--- config.mk ---
export PLATFORM = sky130hd
export DESIGN_NAME = reset_sequencer
export DESIGN_NICKNAME = d
export VERILOG_FILES = /design/src/rtl/reset_sequencer.sv
export SDC_FILE = /design/constraint.sdc
export NUM_CORES = 1
export LEC_CHECK = 0
export ABC_AREA = 1
export BUFFER_PORTS_ARGS = -buffer_cell sky130_fd_sc_hd__buf_2
export CAP_MARGIN = 10
export CORE_MARGIN = 2
export CORE_UTILIZATION = 54
export DETAILED_ROUTE_END_ITERATION = 7
export PLACE_DENSITY = 0.74
export SYNTH_ARGS = -nofsm -noshare
export SYNTH_HDL_FRONTEND = slang
export SYNTH_SLANG_ARGS = --single-unit
--- constraint.sdc ---
create_clock -name clock -period 1.85 [get_ports clock]
set_clock_uncertainty 0.2 [all_clocks]
set_input_delay 0.37 -clock clock [delete_from_list [all_inputs] [get_ports clock]]
set_output_delay 0.37 -clock clock [all_outputs]
set_load 0.02 [all_outputs]
--- src/rtl/reset_sequencer.sv ---
// Staged reset generator driven by the PLL lock indicator.
// Waits for a stable lock, stretches reset, then releases peripherals before the CPU core.
module reset_sequencer #(
  parameter int LOCK_STABLE_CYCLES = 1024,
  parameter int RESET_CYCLES       = 48,
  parameter int STAGGER_CYCLES     = 16
) (
  input  logic       clock,
  input  logic       reset,
  input  logic       pll_locked,
  input  logic       sw_reset,
  output logic       periph_reset,
  output logic       core_reset,
  output logic       ready,
  output logic [7:0] lock_lost_cnt
);

  localparam int MAX_AB     = (LOCK_STABLE_CYCLES > RESET_CYCLES) ? LOCK_STABLE_CYCLES : RESET_CYCLES;
  localparam int MAX_CYCLES = (MAX_AB > STAGGER_CYCLES) ? MAX_AB : STAGGER_CYCLES;
  localparam int CNT_W      = $clog2(MAX_CYCLES) + 1;

  localparam logic [CNT_W-1:0] LOCK_LAST    = CNT_W'(LOCK_STABLE_CYCLES - 1);
  localparam logic [CNT_W-1:0] RESET_LAST   = CNT_W'(RESET_CYCLES - 1);
  localparam logic [CNT_W-1:0] STAGGER_LAST = CNT_W'(STAGGER_CYCLES - 1);

  typedef enum logic [1:0] {
    WAIT_LOCK = 2'd0,
    STRETCH   = 2'd1,
    PERIPH    = 2'd2,
    RUN       = 2'd3
  } state_t;

  state_t           r_state;
  state_t           w_state_next;
  logic [CNT_W-1:0] r_cnt;
  logic [CNT_W-1:0] w_cnt_next;
  logic             r_sync1;
  logic             r_locked_s;
  logic             r_periph_reset;
  logic             w_periph_reset_next;
  logic             r_core_reset;
  logic             w_core_reset_next;
  logic             r_ready;
  logic             w_ready_next;
  logic [7:0]       r_lock_lost_cnt;
  logic [7:0]       w_lock_lost_cnt_next;

  always_ff @(posedge clock) begin
    if (reset) begin
      r_sync1         <= 1'b0;
      r_locked_s      <= 1'b0;
      r_state         <= WAIT_LOCK;
      r_cnt           <= '0;
      r_periph_reset  <= 1'b1;
      r_core_reset    <= 1'b1;
      r_ready         <= 1'b0;
      r_lock_lost_cnt <= 8'd0;
    end else begin
      r_sync1         <= pll_locked;
      r_locked_s      <= r_sync1;
      r_state         <= w_state_next;
      r_cnt           <= w_cnt_next;
      r_periph_reset  <= w_periph_reset_next;
      r_core_reset    <= w_core_reset_next;
      r_ready         <= w_ready_next;
      r_lock_lost_cnt <= w_lock_lost_cnt_next;
    end
  end

  always_comb begin
    w_state_next         = r_state;
    w_cnt_next           = r_cnt;
    w_periph_reset_next  = r_periph_reset;
    w_core_reset_next    = r_core_reset;
    w_ready_next         = r_ready;
    w_lock_lost_cnt_next = r_lock_lost_cnt;

    // Lock loss outranks sw_reset in every state past WAIT_LOCK.
    if (r_state != WAIT_LOCK && !r_locked_s) begin
      w_state_next        = WAIT_LOCK;
      w_cnt_next          = '0;
      w_periph_reset_next = 1'b1;
      w_core_reset_next   = 1'b1;
      w_ready_next        = 1'b0;
      if (r_state == RUN && r_lock_lost_cnt != 8'hFF) begin
        w_lock_lost_cnt_next = r_lock_lost_cnt + 8'd1;
      end
    end else begin
      case (r_state)
        WAIT_LOCK: begin
          if (!r_locked_s) begin
            w_cnt_next = '0;
          end else if (r_cnt == LOCK_LAST) begin
            w_state_next = STRETCH;
            w_cnt_next   = '0;
          end else begin
            w_cnt_next = r_cnt + 1'b1;
          end
        end
        STRETCH: begin
          if (sw_reset) begin
            w_cnt_next = '0;
          end else if (r_cnt == RESET_LAST) begin
            w_state_next        = PERIPH;
            w_cnt_next          = '0;
            w_periph_reset_next = 1'b0;
          end else begin
            w_cnt_next = r_cnt + 1'b1;
          end
        end
        PERIPH: begin
          if (sw_reset) begin
            w_state_next        = STRETCH;
            w_cnt_next          = '0;
            w_periph_reset_next = 1'b1;
          end else if (r_cnt == STAGGER_LAST) begin
            w_state_next      = RUN;
            w_cnt_next        = '0;
            w_core_reset_next = 1'b0;
            w_ready_next      = 1'b1;
          end else begin
            w_cnt_next = r_cnt + 1'b1;
          end
        end
        RUN: begin
          if (sw_reset) begin
            w_state_next        = STRETCH;
            w_cnt_next          = '0;
            w_periph_reset_next = 1'b1;
            w_core_reset_next   = 1'b1;
            w_ready_next        = 1'b0;
          end
        end
        default: begin
          w_state_next        = WAIT_LOCK;
          w_cnt_next          = '0;
          w_periph_reset_next = 1'b1;
          w_core_reset_next   = 1'b1;
          w_ready_next        = 1'b0;
        end
      endcase
    end
  end

  assign periph_reset  = r_periph_reset;
  assign core_reset    = r_core_reset;
  assign ready         = r_ready;
  assign lock_lost_cnt = r_lock_lost_cnt;

endmodule
* Word-level counts from Yosys, hierarchy flattened
Cells that the tools add are included.
** Storage, ports and cells
- Output and inout bits :: 11
- Latch bits :: 0
- Input bits :: 4
- Register bits :: 26
- Memories kept :: 0
- Bits in read-only memories :: 0
- Bits in writable memories :: 0
** Cells by class
- Magnitude comparators :: 0
- Reduce and logical (&&, ||, !) cells :: 13
- Bitwise operators :: 0
- Mux-type cells :: 27
- Divide/modulo/power cells :: 0
- Equality and inequality tests :: 16
- Shift operators :: 0
- Add/sub/neg operators :: 2
- Multiply operators :: 0
** Operator list (count)
- 11-bit two-way mux :: 7
- 11-bit one-hot mux with 4 select lines :: 1
- 2-bit two-way mux :: 7
- 2-bit inequality test, second input constant :: 7
- 11-bit by 1-bit adder with 11-bit output, second input constant :: 1
- 11-bit by 10-bit equality test with 1-bit output, second input constant :: 1
- 11-bit by 4-bit equality test with 1-bit output, second input constant :: 1
- 11-bit by 6-bit equality test with 1-bit output, second input constant :: 1
- 8-bit by 1-bit adder with 8-bit output, second input constant :: 1
- 1-bit two-way mux :: 8
- 8-bit inequality test, second input constant :: 1
- 2-bit one-hot mux with 4 select lines :: 1
- 4-bit AND reduction :: 2
- 1-bit one-hot mux with 2 select lines :: 3
- 6-bit AND reduction :: 1
- 2-bit nonzero test :: 3
- 2-bit equality test, second input constant :: 2
- 2-bit OR reduction :: 2
- 3-bit inequality test, second input constant :: 1
- 2-bit by 1-bit equality test with 1-bit output, second input constant :: 1
- 1-bit logical AND :: 2
- 2-bit logical NOT :: 1
- 2-bit by 1-bit inequality test with 1-bit output, second input constant :: 1
- 2-bit AND reduction :: 1
- 1-bit logical NOT :: 1

* Logic depth before layout (Yosys ltp)
Gate-level depths: netlist of run 1.
- Word-level depth :: 4
- Gate-level depth with buffers :: 10
- Mapped depth without buffers :: 10

* Worst setup path after synthesis of run 1
OpenSTA, ideal clock, no wires.
- Path kind :: reg2reg
- From :: reg r_lock_lost_cnt[1] (netlist: lock_lost_cnt[1])
- To :: reg r_lock_lost_cnt[4] (netlist: lock_lost_cnt[4])
- Stages on the path, launching flop included :: 9
- Setup slack :: 0.150 ns
- Data arrival time :: 1.376 ns
- Library setup time :: 0.124 ns
- Buffers on the path :: 0
- Clock period less this slack :: 1.700 ns
- Path through :: dfxtp_1 -> ha_1 -> nand2_1 -> nor2_1 -> nand3_1 -> nand2_1 -> inv_1 -> nand4_1 -> a21oi_1
** Between the ends
- Longest elaborated chain between the ends :: 3
- Elaborated cells between the ends (all ways) :: 4
- Classes of those cells :: add/sub (1); eq/ne (1); reduce/logical (2)
** Ends and longest elaborated chain
- start: declaration :: line 45 : logic [7:0] r_lock_lost_cnt;
- start signal: assignment :: line 66 : r_lock_lost_cnt <= w_lock_lost_cnt_next;
- parallel branches: the longest is 3 deep, another holds 8-bit by 1-bit adder with 8-bit output
Several ways; the timed one is not identified.
A chain may end at the register's enable or synchronous reset.

* Worst setup path in the final report of run 1
- From :: reg r_state[1]
- To :: reg r_state[1]
** Between the ends
- Longest elaborated chain between the ends :: 3
- Elaborated cells between the ends (all ways) :: 15
- Classes of those cells :: eq/ne (9); mux (1); reduce/logical (5)
** Ends and longest elaborated chain
- start: declaration :: line 33 : state_t r_state;
- start signal: assignment :: line 61 : r_state <= w_state_next;
- 2-bit equality test, or another cell as far along :: line 89 : case (r_state)
- 3-bit inequality test (no line), or another cell as far along
- 6-bit AND reduction (no line) or 2-bit OR reduction (tied branches)
Several ways; a longest one is shown, not always the timed one.

==> key figures, run 1 <==
Min path
  • Hold WC Path Type: input port to register

Final layout
  • Ant. Diodes: 0
  • Area delta synth->final: 13.3%
  • Final Cell Area: 0.00168 sq mm
  • Nets: 244
  • Layout cells sized above 1: 21.1%
  • Non-Filler Instances: 262
  • Commonest non-fill, non-tap cells in the layout: nand2_1, inv_1, nor2_1
  • Commonest non-fill, non-tap cell in the layout: nand2_1

Global route
  • First-pass GRT wire length: 4.93 mm
  • Total Routing Usage GR: 19.3%
  • Largest net degree at the start of global routing: 15
  • Vias in the first global route: 1213
  • Initial antenna violation count: 0
  • Grt ovf: 0

Setup path
  • Worst path cell trace: inv_1 > ha_1 > inv_1 > nor2_1 > a21oi_1 > nand3_2 > nor2_1 > nand2_1 > nand2_1 > nor2_1
  • Reg2Reg Launch Point: r_state[1]
  • Worst Path Buf+Inv: 2
  • Flop2flop setup slack: 0.02 ns
  • Slowest cell on the critical path: dfxtp_4
  • Data arrival, critical path: 1.87 ns
  • Worst Setup EP: r_state[1]
  • Element type at the critical path start: register
  • Worst R2R Path Depth: 10
  • Crit path top cell by count: nor2_1
  • CP max stage delay: 0.40 ns
  • CP startpoint: r_state[1]
  • CP endpoint kind: register
  • Worst flop-to-flop path endpoint: r_state[1]
  • CP Class: register to register
  • Cell family with most CP delay: simple AND/OR/NAND/NOR gates
  • Crit Path Max Fanout: 6
  • Required time worst endpoint: 1.88 ns
  • Crit path depth: 10

Clock tree
  • H-tree depth: 1
  • # clock sinks: 26
  • CTS Hold Bufs: 0
  • CTS tree: yes
  • Root Buffer: clkbuf_4
  • CTS Buf Count: 3
  • Worst-path clk slew: 0.15 ns
  • CTS Buffer Depth: 2
  • Skew-Pair Late Insertion Delay: 0.32 ns

Outcome
  • Outcome: finished, final reports clean

Placement
  • PortBufs: 14
  • GPL Wtd Cong: 0.860
  • Area after DPL: 0.00160 sq mm
  • DPL Wire Length: 2.18 mm
  • Cells after DPL: 257

Logic synthesis
  • Synth Area in Compound Gates: 9.81%
  • Synth Area in Simple Gates: 34.3%
  • Post-synthesis cell count: 211
  • Synth cell types: 30
  • Largest family of logic cells by synthesized area: simple AND/OR/NAND/NOR gates
  • Xor and xnor area share after synthesis: 4.73%
  • Synth Cell Area: 0.00148 sq mm
  • #FFs+latches synth: 26
  • Syn_area_per_cell: 7.02 sq um
  • Adder-cell share of the synthesized area: 5.92%
  • Post-synthesis mux area share: 0.676%
  • Synth Warn #: 0
  • Post-synthesis sequential area ratio: 35.2%
  • Syn Nets: 222

Floorplan
  • Core area: 0.00254 sq mm
  • Num rows: 18
  • Die width: 56.4 um
  • I/O Pins: 15
  • Initial core utilization: 58.2%
  • Die Ht: 56.4 um
  • Die area: 0.00318 sq mm

Timing
  • Slew @ Worst Pin: 0.247 ns
  • Period minus WS final: 1.83 ns
  • Slew margin rel.: 83.4%
  • Final Hold Viols: 0
  • Max-slew violations: 0
  • RSZ-0062 raised after global routing: true
  • Setup-failing EPs final: 0
  • Fmax: 546 MHz
  • Crit share post-route: 99.0%

Power
  • Leak: 0.738 nW
  • Max IR drop VDD: 0.000333 V
  • Pwr Total: 879 uW
  • Power Density: 524 mW/mm^2

Drt
  • DRC: 0
  • Via count: 1348
  • Wire per inst: 11.1 um
  • Routed WL: 2.90 mm
  • Via density: 5.15
  • 1st-iter DRT viols: 26
  • Final ANT Viol Nets: 0
  • Initial DRT Pass Iterations: 4

Job
  • Max Cap Viol: 0
==> logic make-up after synthesis <==
| family | Yosys count |
|---|---|
| AND/OR/NAND/NOR | 108 |
| buffers and inverters | 35 |
| AO/OA/AOI/OAI | 26 |
| flip-flops | 26 |
| XOR/XNOR | 8 |
| adder cells (fa/ha/maj) | 7 |
| multiplexers | 1 |
==> layout make-up <==
type,instances,area [sq um]
fillers,227,868
multi-input cells,150,847
flip-flops and latches,26,528
inverters,34,128
repair buffers,18,100
well taps,30,37.5
clock buffers,4,36.3
==> worst min-delay path by stage <==
| stage | startpoint | end | slack (ns) | cells after the start |
|---|---|---|---|---|
| 3_5_place_dp | r_sync1 | r_locked_s | 0.20 | 2 |
| 2_1_floorplan | r_sync1 | r_locked_s | 0.19 | 2 |
| 5_1_grt | pll_locked | r_sync1 | 0.06 | 3 |
| 6_report | pll_locked | r_sync1 | 0.04 | 3 |
| 3_3_place_gp | r_sync1 | r_locked_s | 0.20 | 2 |
| 4_1_cts | pll_locked | r_sync1 | 0.02 | 3 |
==> through the flow <==
stage | utilization (%) | worst slack [ns] | hold slack, ns | setup TNS, ns
after floorplan | - | 0.150 | 0.188 | 0
final | 65.9 | 0.0177 | 0.0372 | 0
after CTS | 64.9 | 0.0241 | 0.0200 | 0
after global routing | 65.9 | -0.0590 | 0.0551 | -0.125
after global placement | 62.8 | 0.0612 | 0.198 | 0
after detailed placement | 62.8 | -0.0458 | 0.197 | -0.0867
==> synth_stat cells, drive strengths merged <==
master / number / area (sq um)
o31ai: 2 / 15.0
o21ai: 10 / 50.0
a21boi: 1 / 7.51
nand3: 13 / 80.1
xnor2: 2 / 17.5
dfxtp: 26 / 521
o21bai: 1 / 7.51
nor3b: 1 / 7.51
inv: 34 / 128
mux2i: 1 / 10.0
ha: 7 / 87.6
nor2: 36 / 150
buf: 1 / 11.3
nor3: 4 / 30.0
nand2: 47 / 196
xor2: 6 / 52.6
nand4: 5 / 31.3
and2: 1 / 6.26
a31oi: 1 / 6.26
nor4: 1 / 6.26
a21oi: 11 / 58.8
==> worst register-to-register path, delay by kind of cell (launching register included) <==
kind,cells,cell delay (ns)
AOI/OAI and AO/OA,1,0.15
adders and majority gates,1,0.24
buffers and inverters,2,0.22
DFF,1,0.40
and+or+nand+nor,6,0.54
==> sequential cells by signal, indices dropped and copies added, names as in the netlist <==
name	count
core_reset	1
lock_lost_cnt	8
periph_reset	1
r_cnt	11
r_locked_s	1
r_state	2
r_sync1	1
ready	1
==> power by group <==
part	switching (mW)	leakage, nW	internal [mW]	total [mW]
registers	0.00175	0.212	0.561	0.563
logic	0.0200	0.504	0.0104	0.0304
clock network	0.165	0.0210	0.120	0.285
==> layer usage <==
layer	vias up	wire length, um	track usage (%)
met5	-	0	0
met4	0	19	7.14
met3	2	123	2.07
met2	26	1420	35.8
met1	604	1340	22.5
li1	716	-	-
==> repair_timing <==
| item | in CTS | in global routing |
|---|---|---|
| pin swaps | 2 | 0 |
| endpoints found under the hold margin | 0 | 0 |
| endpoints found under the setup margin | 3 | 16 |
| buffers inserted | 1 | 0 |
| resized for setup | 3 | 9 |
Power figures use the tool's default switching activity.
==> run 2: changes to the inputs <==
--- a/config.mk
+++ b/config.mk
@@ -8,8 +8,8 @@
 export ABC_AREA = 1
 export BUFFER_PORTS_ARGS = -buffer_cell sky130_fd_sc_hd__buf_2
 export CAP_MARGIN = 10
-export CORE_MARGIN = 2
 export CORE_UTILIZATION = 54
+export CTS_BUF_LIST = sky130_fd_sc_hd__clkbuf_8
 export DETAILED_ROUTE_END_ITERATION = 7
 export PLACE_DENSITY = 0.74
 export SYNTH_ARGS = -nofsm -noshare
==> key figures, run 2 (synthesized netlist as in run 1, its figures left out) <==
Outcome
  • Outcome: finished, final reports clean

Global route
  • Largest net degree at the start of global routing: 16
  • Initial antenna violation count: 0
  • Grt ovf: 0
  • First-pass GRT wire length: 5.02 mm
  • Vias in the first global route: 1231
  • Total Routing Usage GR: 23.3%

Placement
  • Setup slack at placement: -0.0345 ns
  • DPL Wire Length: 2.29 mm
  • Area after DPL: 0.00161 sq mm
  • PortBufs: 14
  • GPL Wtd Cong: 0.857
  • Cells after DPL: 258

Drt
  • DRC: 0
  • Final ANT Viol Nets: 0
  • Initial DRT Pass Iterations: 4
  • Routed WL: 3.08 mm
  • Wire per inst: 11.7 um
  • Via count: 1395
  • 1st-iter DRT viols: 40
  • Via density: 5.30

Final layout
  • Biggest register: r_cnt
  • Layout cells sized above 1: 23.2%
  • Non-Filler Instances: 263
  • Commonest non-fill, non-tap cells in the layout: nand2_1, inv_1, nor2_1
  • Area delta synth->final: 17.8%
  • Final Cell Area: 0.00174 sq mm
  • Area of the multi-input gates: 875 sq um
  • Fillers: 220
  • Commonest non-fill, non-tap cell in the layout: nand2_1
  • Register area: 526 sq um
  • Max reg flops: 11
  • Nets: 245
  • Ant. Diodes: 0

Setup path
  • Worst R2R Path Depth: 7
  • Cell family with most CP delay: flip-flops
  • Flop2flop setup slack: 0.09 ns
  • Worst path cell trace: inv_1 > ha_2 > nor3_2 > nand2_2 > buf_4 > o31ai_1 > a21oi_1
  • Reg2Reg Launch Point: r_state[1]
  • CP endpoint kind: register
  • Crit Path Max Fanout: 6
  • Worst flop-to-flop path endpoint: lock_lost_cnt[4]
  • Required time worst endpoint: 1.81 ns
  • Slowest cell on the critical path: dfxtp_2
  • Data arrival, critical path: 1.73 ns
  • Element type at the critical path start: register
  • Worst Path Buf+Inv: 2
  • CP Class: register to register
  • CP max stage delay: 0.38 ns

Floorplan
  • I/O Pins: 15
  • Initial core utilization: 58.7%
  • Num rows: 18
  • Die Ht: 54.4 um
  • Die width: 54.4 um
  • Core area: 0.00252 sq mm
  • Die area: 0.00295 sq mm

Clock tree
  • Worst-path clk slew: 0.09 ns
  • Root Buffer: clkbuf_8
  • CTS Buf Count: 3
  • Skew-Pair Late Insertion Delay: 0.27 ns
  • CTS Buffer Depth: 2
  • CTS Hold Bufs: 0
  • H-tree depth: 1
  • # clock sinks: 26
  • CTS tree: yes

Min path
  • Hold Path End: r_sync1
  • Hold WC Path Type: input port to register
  • Hold Startpoint: pll_locked
  • Hold Path Depth: 3

Job
  • Max Cap Viol: 0

Timing
  • Setup TNS: 0 ns
  • Max-slew violations: 0
  • Setup-failing EPs final: 0
  • Fmax: 567 MHz
  • Slew margin rel.: 82.4%
  • Slew @ Worst Pin: 0.261 ns
  • Final Hold Viols: 0
  • Period minus WS final: 1.76 ns
  • Final Worst Setup Slack: 0.0874 ns
  • Crit share post-route: 95.3%

Power
  • Leak: 0.755 nW
  • Power Density: 611 mW/mm^2
  • Pwr Total: 1.07 mW
  • Max IR drop VDD: 0.000592 V
-- run 2: cell type report --
cell class | count | area share, %
clock inverter | 1 | 1.72
inverter | 34 | 7.32
tap | 30 | 2.15
timing repair buffer | 19 | 6.17
multi-input combinational | 150 | 50.1
sequential | 26 | 30.1
clock buffer | 3 | 2.37
-- run 2: tightest hold or removal path: stages --
cell and delay (ns):
buf_2 0.09, inv_1 0.04, nor2_1 0.03
-- run 2: how the worst max path moves through the flow --
| stage | from | end | slack [ns] | cells after the start |
|---|---|---|---|---|
| 2_1_floorplan | lock_lost_cnt[1] | lock_lost_cnt[4] | 0.15 | 8 |
| 3_3_place_gp | r_state[1] | lock_lost_cnt[7] | 0.10 | 8 |
| 3_5_place_dp | r_state[1] | lock_lost_cnt[7] | -0.03 | 8 |
| 4_1_cts | r_state[1] | lock_lost_cnt[7] | 0.03 | 8 |
| 5_1_grt | lock_lost_cnt[1] | lock_lost_cnt[2] | -0.0004 | 8 |
| 6_report | r_state[1] | lock_lost_cnt[4] | 0.09 | 7 |
-- run 2: per-layer routing --
layer | track usage, % | up-vias | wire length [um]
met1 | 27.9 | 637 | 1390
li1 | - | 714 | -
met3 | 3.89 | 5 | 107
met2 | 42.1 | 39 | 1550
met4 | 6.84 | 0 | 31
met5 | 0 | - | 0
-- run 2: where the power goes --
part,switching [mW],total [mW],internal [mW]
clock network,0.180,0.469,0.290
logic,0.0202,0.0321,0.0119
registers,0.00232,0.564,0.562
total,0.202,1.07,0.863
-- run 2: through the flow --
stage / utilization (%) / hold slack (ns)
4_1_cts: 67.1 / 0.0992
6_report: 69.1 / 0.103
2_1_floorplan: - / 0.188
3_5_place_dp: 63.7 / 0.198
3_3_place_gp: 63.7 / 0.195
5_1_grt: 69.1 / 0.122
-- run 2: timing repair --
item                       in CTS  in global routing
gates resized for setup         3                 14
setup buffers                   1                  0
pin swaps                       2                  2
setup endpoints to repair       2                 19
==> run 3: changes to the inputs <==
--- a/config.mk
+++ b/config.mk
@@ -11,7 +11,7 @@
 export CORE_UTILIZATION = 54
 export CTS_BUF_LIST = sky130_fd_sc_hd__clkbuf_8
 export DETAILED_ROUTE_END_ITERATION = 7
-export PLACE_DENSITY = 0.74
+export PLACE_DENSITY = 0.76
 export SYNTH_ARGS = -nofsm -noshare
 export SYNTH_HDL_FRONTEND = slang
 export SYNTH_SLANG_ARGS = --single-unit
==> key figures, run 3 (synthesized netlist as in run 1, its figures left out) <==
Power
  • Max IR drop VDD: 0.000723 V
  • Leak: 0.745 nW
  • Power Density: 567 mW/mm^2

Final layout
  • Biggest register: r_cnt
  • Max reg flops: 11
  • Final Util: 67.4%
  • Layout cells sized above 1: 20.3%
  • Final Cell Area: 0.00170 sq mm
  • Commonest non-fill, non-tap cell in the layout: nand2_1
  • Commonest non-fill, non-tap cells in the layout: nand2_1, nor2_1, inv_1
  • Area delta synth->final: 14.9%
  • Nets: 244
  • Fillers: 215
  • Ant. Diodes: 0

Setup path
  • Data arrival, critical path: 1.71 ns
  • CP Class: register to register
  • CP endpoint kind: register
  • CP max stage delay: 0.38 ns
  • Element type at the critical path start: register
  • Cell family with most CP delay: flip-flops
  • Slowest cell on the critical path: dfxtp_2
  • Required time worst endpoint: 1.82 ns
  • Crit Path Max Fanout: 6
  • Worst path cell trace: inv_1 > ha_1 > nor3_2 > nand2_2 > buf_4 > o21ai_0 > a21oi_1
  • Worst Path Buf+Inv: 2

Outcome
  • Outcome: finished, final reports clean

Floorplan
  • Die Ht: 54.4 um
  • Num rows: 18
  • Core area: 0.00252 sq mm
  • Initial core utilization: 58.7%
  • Die width: 54.4 um
  • I/O Pins: 15
  • Die area: 0.00295 sq mm

Timing
  • Crit share post-route: 94.0%
  • Final Worst Setup Slack: 0.110 ns
  • Slew @ Worst Pin: 0.241 ns
  • Setup-failing EPs final: 0
  • Slew margin rel.: 83.8%
  • Final Hold Viols: 0
  • Setup TNS: 0 ns
  • Max-slew violations: 0
  • Fmax: 575 MHz
  • Period minus WS final: 1.74 ns

Drt
  • Initial DRT Pass Iterations: 4
  • Routed WL: 2.84 mm
  • Final ANT Viol Nets: 0
  • Via density: 5.23
  • Via count: 1371
  • DRC: 0
  • Wire per inst: 10.8 um
  • 1st-iter DRT viols: 34

Placement
  • PortBufs: 14
  • DPL Wire Length: 2.18 mm
  • Setup slack at placement: 0.00859 ns
  • GPL Wtd Cong: 0.893
  • Area after DPL: 0.00161 sq mm

Clock tree
  • Skew-Pair Late Insertion Delay: 0.28 ns
  • # clock sinks: 26
  • Worst-path clk slew: 0.09 ns
  • CTS Hold Bufs: 0
  • Root Buffer: clkbuf_8
  • CTS Buf Count: 3
  • CTS tree: yes
  • H-tree depth: 1
  • Setup Buffers After CTS: 0
  • CTS Buffer Depth: 2

Global route
  • First-pass GRT wire length: 4.46 mm
  • Grt ovf: 0
  • Largest net degree at the start of global routing: 15
  • Vias in the first global route: 1122
  • Total Routing Usage GR: 21.3%
  • Initial antenna violation count: 0

Min path
  • Hold WC Path Type: input port to register

Job
  • Max Cap Viol: 0
==> run 3: metrics by stage <==
stage / cells / total power, mW / hold WS [ns]
2_1_floorplan: 211 / 0.594 / 0.188
3_3_place_gp: 258 / 0.607 / 0.195
3_5_place_dp: 258 / 0.608 / 0.198
4_1_cts: 262 / 0.986 / 0.0867
5_1_grt: 262 / 1.01 / 0.133
6_report: 262 / 0.965 / 0.0972
==> run 3: layer usage <==
layer	routed length (um)	track usage (%)	vias up	part of all wire (%)
met2	1350	36.6	29	47
met4	40	10.3	0	1.4
met3	128	5.83	5	4.5
li1	-	-	712	-
met1	1330	24.0	625	47
met5	0	0	-	0
==> run 3: power by group <==
group | internal [mW] | leakage (nW) | switching (mW) | total (mW)
Clock | 0.191 | 0.0288 | 0.178 | 0.369
Sequential | 0.562 | 0.211 | 0.00229 | 0.564
Combinational | 0.0119 | 0.506 | 0.0196 | 0.0315
==> run 3: path summary, 6_finish.rpt <==
path / start / endpoint / slack (ns) / cells after the start
worst min-delay path: pll_locked / r_sync1 / 0.1 / 3
worst max register to register: r_state[1] / lock_lost_cnt[2] / 0.11 / 7
worst min register to register: r_sync1 / r_locked_s / 0.21 / 2
worst max-delay path: r_state[1] / lock_lost_cnt[2] / 0.11 / 7
==> run 3: layout make-up <==
cell class              count  area (sq um)  area share [%]
inverters                  34           128            7.51
repair buffers             18           100            5.89
well taps                  30          37.5            2.21
multi-input cells         150           857            50.4
flip-flops and latches     26           523            30.8
clock buffers               4          55.1            3.24
==> run 3: worst min-delay path, cell delays in order <==
cell and delay (ns):
buf_2 0.09, inv_1 0.04, nor2_1 0.03
==> run 3: repair_timing <==
action	CTS	global route
resized for setup	2	8
setup endpoints to repair	2	17
pin swaps	1	1
